<file path="src/rtl/wb_flash_copy.sv">
// rtl/wb_flash_copy.sv - Wishbone master copying a word block from flash to another slave.
// Optional FLASH_COPY_CHECKSUM_EN adds checksum_o, the running sum of words read.
module wb_flash_copy #(
    parameter int LEN_W = 16
) (
    input  logic             wb_clk_i,
    input  logic             wb_rst_i,
    input  logic             start_i,
    input  logic [31:0]      src_i,
    input  logic [31:0]      dst_i,
    input  logic [LEN_W-1:0] len_i,
    output logic             busy_o,
    output logic             done_o,
    output logic             err_o,
`ifdef FLASH_COPY_CHECKSUM_EN
    output logic [31:0]      checksum_o,
`endif
    output logic             wbm_cyc_o,
    output logic             wbm_stb_o,
    output logic             wbm_we_o,
    output logic [31:0]      wbm_adr_o,
    output logic [3:0]       wbm_sel_o,
    output logic [31:0]      wbm_dat_o,
    input  logic [31:0]      wbm_dat_i,
    input  logic             wbm_ack_i,
    input  logic             wbm_err_i,
    input  logic             wbm_rty_i
);

    typedef enum logic [2:0] {
        S_IDLE, S_RD, S_GAP_W, S_WR, S_GAP_R, S_DONE
    } state_t;

    state_t           r_state;
    logic [31:0]      r_src;
    logic [31:0]      r_dst;
    logic [LEN_W-1:0] r_cnt;
    logic             r_busy;
    logic             r_done;
    logic             r_err;
    logic             r_cyc;
    logic             r_stb;
    logic             r_we;
    logic [31:0]      r_adr;
    logic [31:0]      r_dat;
`ifdef FLASH_COPY_CHECKSUM_EN
    logic [31:0]      r_sum;
`endif

    logic [31:0] w_src_al;
    logic [31:0] w_dst_al;

    assign w_src_al = src_i & ~32'h3;
    assign w_dst_al = dst_i & ~32'h3;

    always_ff @(posedge wb_clk_i) begin
        if (wb_rst_i) begin
            r_state <= S_IDLE;
            r_src   <= '0;
            r_dst   <= '0;
            r_cnt   <= '0;
            r_busy  <= 1'b0;
            r_done  <= 1'b0;
            r_err   <= 1'b0;
            r_cyc   <= 1'b0;
            r_stb   <= 1'b0;
            r_we    <= 1'b0;
            r_adr   <= '0;
            r_dat   <= '0;
`ifdef FLASH_COPY_CHECKSUM_EN
            r_sum   <= '0;
`endif
        end else begin
            r_done <= 1'b0;
            case (r_state)
                S_IDLE: begin
                    if (start_i) begin
                        r_src  <= w_src_al;
                        r_dst  <= w_dst_al;
                        r_cnt  <= len_i;
                        r_err  <= 1'b0;
                        r_busy <= 1'b1;
`ifdef FLASH_COPY_CHECKSUM_EN
                        r_sum  <= '0;
`endif
                        if (len_i == '0) begin
                            r_done  <= 1'b1;
                            r_state <= S_DONE;
                        end else begin
                            r_cyc   <= 1'b1;
                            r_stb   <= 1'b1;
                            r_we    <= 1'b0;
                            r_adr   <= w_src_al;
                            r_state <= S_RD;
                        end
                    end
                end
                // Any response drops cyc/stb on the next edge so the slave sees an idle cycle.
                S_RD: begin
                    if (wbm_err_i) begin
                        r_err   <= 1'b1;
                        r_cyc   <= 1'b0;
                        r_stb   <= 1'b0;
                        r_done  <= 1'b1;
                        r_state <= S_DONE;
                    end else if (wbm_ack_i) begin
                        r_dat   <= wbm_dat_i;
`ifdef FLASH_COPY_CHECKSUM_EN
                        r_sum   <= r_sum + wbm_dat_i;
`endif
                        r_cyc   <= 1'b0;
                        r_stb   <= 1'b0;
                        r_state <= S_GAP_W;
                    end else if (wbm_rty_i) begin
                        r_cyc   <= 1'b0;
                        r_stb   <= 1'b0;
                        r_state <= S_GAP_R;
                    end
                end
                S_GAP_W: begin
                    r_cyc   <= 1'b1;
                    r_stb   <= 1'b1;
                    r_we    <= 1'b1;
                    r_adr   <= r_dst;
                    r_state <= S_WR;
                end
                S_WR: begin
                    if (wbm_err_i) begin
                        r_err   <= 1'b1;
                        r_cyc   <= 1'b0;
                        r_stb   <= 1'b0;
                        r_we    <= 1'b0;
                        r_done  <= 1'b1;
                        r_state <= S_DONE;
                    end else if (wbm_ack_i) begin
                        r_src <= r_src + 32'd4;
                        r_dst <= r_dst + 32'd4;
                        r_cnt <= r_cnt - LEN_W'(1);
                        r_cyc <= 1'b0;
                        r_stb <= 1'b0;
                        r_we  <= 1'b0;
                        if (r_cnt == LEN_W'(1)) begin
                            r_done  <= 1'b1;
                            r_state <= S_DONE;
                        end else begin
                            r_state <= S_GAP_R;
                        end
                    end else if (wbm_rty_i) begin
                        r_cyc   <= 1'b0;
                        r_stb   <= 1'b0;
                        r_state <= S_GAP_W;
                    end
                end
                S_GAP_R: begin
                    r_cyc   <= 1'b1;
                    r_stb   <= 1'b1;
                    r_we    <= 1'b0;
                    r_adr   <= r_src;
                    r_state <= S_RD;
                end
                S_DONE: begin
                    r_busy  <= 1'b0;
                    r_state <= S_IDLE;
                end
                default: r_state <= S_IDLE;
            endcase
        end
    end

    assign busy_o     = r_busy;
    assign done_o     = r_done;
    assign err_o      = r_err;
    assign wbm_cyc_o  = r_cyc;
    assign wbm_stb_o  = r_stb;
    assign wbm_we_o   = r_we;
    assign wbm_adr_o  = r_adr;
    assign wbm_sel_o  = 4'hF;
    assign wbm_dat_o  = r_dat;
`ifdef FLASH_COPY_CHECKSUM_EN
    assign checksum_o = r_sum;
`endif

endmodule

</file>
<file path="config.mk">
export PLATFORM = sky130hd
export DESIGN_NAME = wb_flash_copy
export DESIGN_NICKNAME = d
export VERILOG_FILES = /design/src/rtl/wb_flash_copy.sv
export SDC_FILE = /design/constraint.sdc
export NUM_CORES = 1
export LEC_CHECK = 0
export BUFFER_PORTS_ARGS = -buffer_cell sky130_fd_sc_hd__buf_2
export CAP_MARGIN = 30
export CORE_ASPECT_RATIO = 2
export CORE_MARGIN = 2
export CORE_UTILIZATION = 58
export DETAILED_ROUTE_END_ITERATION = 16
export PLACE_DENSITY = 0.86
export SYNTH_ARGS = -nofsm -noshare
export SYNTH_HDL_FRONTEND = slang
export SYNTH_SLANG_ARGS = --single-unit
export TNS_END_PERCENT = 30
</file>
<file path="constraint.sdc">
create_clock -name wb_clk_i -period 3.2 [get_ports wb_clk_i]
set_input_delay 0.32 -clock wb_clk_i [delete_from_list [all_inputs] [get_ports wb_clk_i]]
set_output_delay 0.32 -clock wb_clk_i [all_outputs]
set_load 0.005 [all_outputs]
</file>
After elaboration in Yosys (flattened, before gate mapping):

Cells that the tools add are included.

* register bits after elaboration: 152
* output and inout port bits: 74
* input port bits: 118
* word-level logic and storage cells: 96

* equal/unequal tests: 15
* bitwise operators: 1
* muxes and demuxes: 48
* reduce and logical (&&, ||, !) cells: 18
* add/sub/neg operators: 3

Operator list (count)
* 2-to-1 mux 32 bit: 8
* one-hot mux 32 bit (2 select lines): 2
* one-hot mux 32 bit (3 select lines): 1
* adder 32 x 3 -> 32 bit (second input constant): 2
* 2-to-1 mux 16 bit: 3
* one-hot mux 16 bit (2 select lines): 1
* 2-to-1 mux 3 bit: 8
* 2-to-1 mux 1 bit: 19
* equality test 16 x 1 -> 1 bit (second input constant): 1
* logical NOT 16 bit: 1
* subtractor 16 x 1 -> 16 bit (second input constant): 1
* one-hot mux 3 bit (5 select lines): 1
* AND reduction 3 bit: 4
* AND reduction 4 bit: 3
* != test 2 bit (second input constant): 4
* != test 4 bit (second input constant): 2
* equality test 3 x 2 -> 1 bit (second input constant): 2
* equality test 3 bit (second input constant): 2
* one-hot mux 1 bit (3 select lines): 2
* nonzero test 2 bit: 3
* nonzero test 3 bit: 2
* != test 4 x 1 -> 1 bit (second input constant): 1
* one-hot mux 1 bit (2 select lines): 2
* one-hot mux 1 bit (4 select lines): 1
* other kinds (8): 9

Depth between registers and ports, before layout:

* depth after elaboration: 5
* depth in mapped cells: 9
* depth with buffers taken out: 7

Worst setup path after synthesis:

OpenSTA, ideal clock, no wires.

* path kind: register -> register
* start point: register r_cnt[0]
* end point: register r_cnt[12]
* buffers on the path: 0
* cell stages (with the launch flop): 8
* required time: 3083 ps
* arrival time: 1913 ps
* clock period less this slack: 2030 ps
* slack: 1170 ps
* setup time: 117 ps
* path through: dfxtp_1 -> inv_1 -> ha_1 -> nand2b_1 -> nor4b_1 -> nand2_1 -> a21o_1 -> a32o_1

* longest elaborated chain between the ends: 4

RTL lines
* start, declared: RTL line 37 `logic [LEN_W-1:0] r_cnt;`
* start signal, assigned: RTL line 80 `r_cnt <= len_i;`
* start signal, assigned: RTL line 138 `r_cnt <= r_cnt - LEN_W'(1);`
* subtractor 16 x 1 -> 16 bit: RTL line 138
* 2-to-1 mux 16 bit: RTL line 135 `end else if (wbm_ack_i) begin`
* 2-to-1 mux 16 bit: RTL line 128 `if (wbm_err_i) begin`
* one-hot mux 16 bit (2 select lines): RTL line 75 `case (r_state)`

Every way passes these cells. The select of a mux whose other input is x is not followed.
A chain may end at the register's enable or synchronous reset.

Final worst setup path:

* start point: register r_state[1]
* end point: register r_src[17]

* longest elaborated chain between the ends: 3
* elaborated cells between the ends (all ways): 8
* classes of those cells: 4 x eq/ne; 1 x mux; 3 x reduce/logical

RTL lines
* start, declared: RTL line 34 `state_t r_state;`
* start signal, assigned: RTL line 58 `r_state <= S_IDLE;`
* start signal, assigned: RTL line 88 `r_state <= S_DONE;`
* start signal, assigned: RTL line 94 `r_state <= S_RD;`
* equality test 3 x 2 -> 1 bit / logical NOT 3 bit (equally long branches): RTL line 75
* != test 2 bit (no line) / nonzero test 2 bit (equally long branches)
* AND reduction 4 bit (no line)
* end signal, assigned: RTL line 78 `r_src <= w_src_al;`
* end signal, assigned: RTL line 136 `r_src <= r_src + 32'd4;`
* end, declared: RTL line 35 `logic [31:0] r_src;`

Parallel ways exist; a longest one is shown, timed or not.

==> impl_metrics.json <==
{
  "port_buffers": 183,
  "final_hold_viol_count": 0,
  "cts-root-buf": "clkbuf_16",
  "fin_tns_setup_ns": 0,
  "min_path_cells": 3,
  "hold-worst-slack_ns": 0.113,
  "drtPass1Iterations": 11,
  "synth_most_common_cell": "nand2_1",
  "drc_errors": 0,
  "rsz0062_at_grt": "no",
  "hpwl_um": 17600,
  "worstMarginPinSlew_ns": 0.856,
  "core-area_um2": 13400,
  "syn_area_um2": 7980,
  "slew_headroom_pct": 42.4,
  "postCtsSetupBuffers": 0,
  "tritoncts": "built",
  "ant_nets": 0,
  "grt_overflow": 0,
  "dpl_worst_slack_ns": 0.729,
  "hold_path_end": "wbm_dat_o[17]",
  "ff2ff_path_depth": 7,
  "path_class": "reg -> reg",
  "drv_cap": 0,
  "wl_per_cell_um": 19.3,
  "area_delta_synth_final_pct": 18.9,
  "r2r_start": "r_state[1]",
  "grt_start_max_net_pins": 75,
  "ys_seq_area_share_pct": 36.9,
  "synthTopCellsByCount": "175 x nand2_1, 147 x dfxtp_1, 121 x a21oi_1",
  "clock_path_buffers": 2,
  "vias": 9149,
  "htreeDepth": 4,
  "power_mw": 4.93,
  "min_path_type": "in -> reg",
  "cp_data_arrival_time_ns": 2.93,
  "critPathMostFrequentCell": "buf_4",
  "synth_flop_cell": "dfxtp_1",
  "path_max_fanout": 22,
  "drive_gt1_share_pct": 23.5,
  "synth_top_area_share_pct": 36.9,
  "p_per_area_nw_per_um2": 519,
  "outcome": "finished, final reports clean",
  "route.detailed.vias_per_inst": 6.82,
  "critPathLaunch": "r_state[1]",
  "cts.reportedPaths.clkPinSlew_ns": 0.07,
  "async_flop_share_pct": 0,
  "grt.total_usage_pct": 34.0,
  "setup_violations": 0,
  "fillers": 1085,
  "finalClockSkew_ns": 0.0117,
  "numCtsBuffers": 17,
  "grt_pass1_vias": 8324,
  "synth_edf_count": 0,
  "ys_seq_elements": 147,
  "pin_count": 192,
  "hold_start": "wbm_dat_i[17]",
  "cp_cell_sequence": "or3b_2, a21o_1, buf_4, buf_4, a311oi_1, a21oi_1, a211oi_1",
  "antenna_found_initial": 1,
  "synth_area_leaders": "dfxtp_1 37%, nand2_1 8.2%, a21oi_1 7.6%",
  "seq_area_um2": 2940,
  "syn_avg_cell_area_um2": 7.67,
  "gp_congestion": 0.932,
  "p_leak_nw": 3.71,
  "critPathMaxStageDelay_ns": 0.60,
  "cts-resized-gates": 0,
  "synthDistinctLibCells": 73,
  "worstSetupStartpointType": "flop",
  "fp-row-count": 60,
  "place_inst": 1308,
  "cts_sinks": 147,
  "grt_pass1_wl_um": 40300,
  "regToRegSetupSlack_ns": 0.61,
  "fin_cells": 1342,
  "die_w_um": 86.9,
  "drt-total-wl_um": 25900,
  "r2r_end": "r_src[17]",
  "finalWorstSetupSlack_ns": 0.613,
  "die_y_um": 170,
  "end_kind": "flop",
  "cts_hold_buf": 0,
  "drv_slew": 0,
  "period_minus_slack_ns": 2.59,
  "die_area_um2": 14800,
  "syn_inst": 1040,
  "fin_nets": 1294,
  "multiInputGateArea_um2": 4490,
  "peakVddDrop_uv": 409,
  "start_util_pct": 59.4,
  "clk_latency_ns": 0.43,
  "dr.first_iter.drc_count": 936,
  "max_freq_mhz": 387,
  "synth_area_leader_cell": "dfxtp_1",
  "finalCritPeriodShare_pct": 80.9,
  "crit_required_ns": 3.54,
  "cpMaxStageDelayCell": "or3b_2",
  "synth_warnings": 0
}
[metrics by stage]
stage | area (µm²) | util [%]
floorplan | 7990 | -
global placement | 8870 | 66.0
detailed placement | 8920 | 66.4
CTS | 9490 | 70.6
global route | 9490 | 70.6
finish | 9490 | 70.6
[worst max-delay path: cells and delay by family, from the launching register on]
kind / cells / cell delay [ns]
AOI/OAI and AO/OA: 4 / 0.89
DFF: 1 / 0.51
and+or+nand+nor: 1 / 0.60
buffers and inverters: 2 / 0.48
[power by group]
group	total, mW	internal [mW]	switching, mW
registers	2.17	1.98	0.180
logic	0.833	0.353	0.480
clock network	1.93	1.03	0.902
total	4.93	3.36	1.56
[worst max path at each step]
| stage | endpoint | slack, ns | cells past startpoint |
|---|---|---|---|
| detailed placement | r_src[28] | 0.73 | 6 |
| global placement | r_src[28] | 0.75 | 6 |
| global route | r_dst[23] | 0.49 | 6 |
| finish | r_src[17] | 0.61 | 7 |
| CTS | r_src[17] | 0.67 | 7 |
| floorplan | r_cnt[12] | 1.17 | 7 |
[state kept, by name, summed over array words and instances, names as in the netlist]
register	cells
busy_o	1
done_o	1
err_o	1
r_cnt	16
r_dst	30
r_src	30
r_state	3
wbm_adr_o	31
wbm_dat_o	32
wbm_stb_o	1
wbm_we_o	1
[layout make-up]
class,instances,share of cell area (%)
clock inverters,15,1.48
multi-input cells,775,47.3
well taps,155,2.04
clock buffers,17,4.48
inverters,13,0.514
repair buffers,218,13.1
diodes,2,0.0527
flip-flops and latches,147,31.0
[kinds of logic after synthesis]
group | share of synthesized area [%]
buffers and inverters | 7.37
muxes | 0.549
DFF | 36.9
AOI/OAI and AO/OA | 29.9
other | 0.0470
xor gates and xnor gates | 0.110
and+or+nand+nor | 24.5
adders and majority gates | 0.627
[routing by layer]
layer	global-route usage (%)	wire length, µm	vias up
li1	-	-	4164
met3	5.77	2030	148
met1	37.6	9050	4260
met4	23.6	1720	0
met5	0	0	-
met2	57.6	13100	577
[placed cells by master, fill, tap and decap left out, drive strengths merged, types with 5 or more instances in the layout]
cell type,instances
a211oi,23
dfxtp,147
nand2,175
a31oi,9
and4,11
or4,7
a21oi,122
or3,12
nor4,20
and3,11
a32o,8
inv,21
a41oi,5
nand4,20
nand3,35
o32ai,5
and2,6
clkbuf,17
o21ai,50
nor2,61
o22ai,10
a311oi,37
o31ai,9
buf,218
nor3,30
clkinv,5
a22oi,39
No activity file was read; power rests on OpenSTA's default activity.
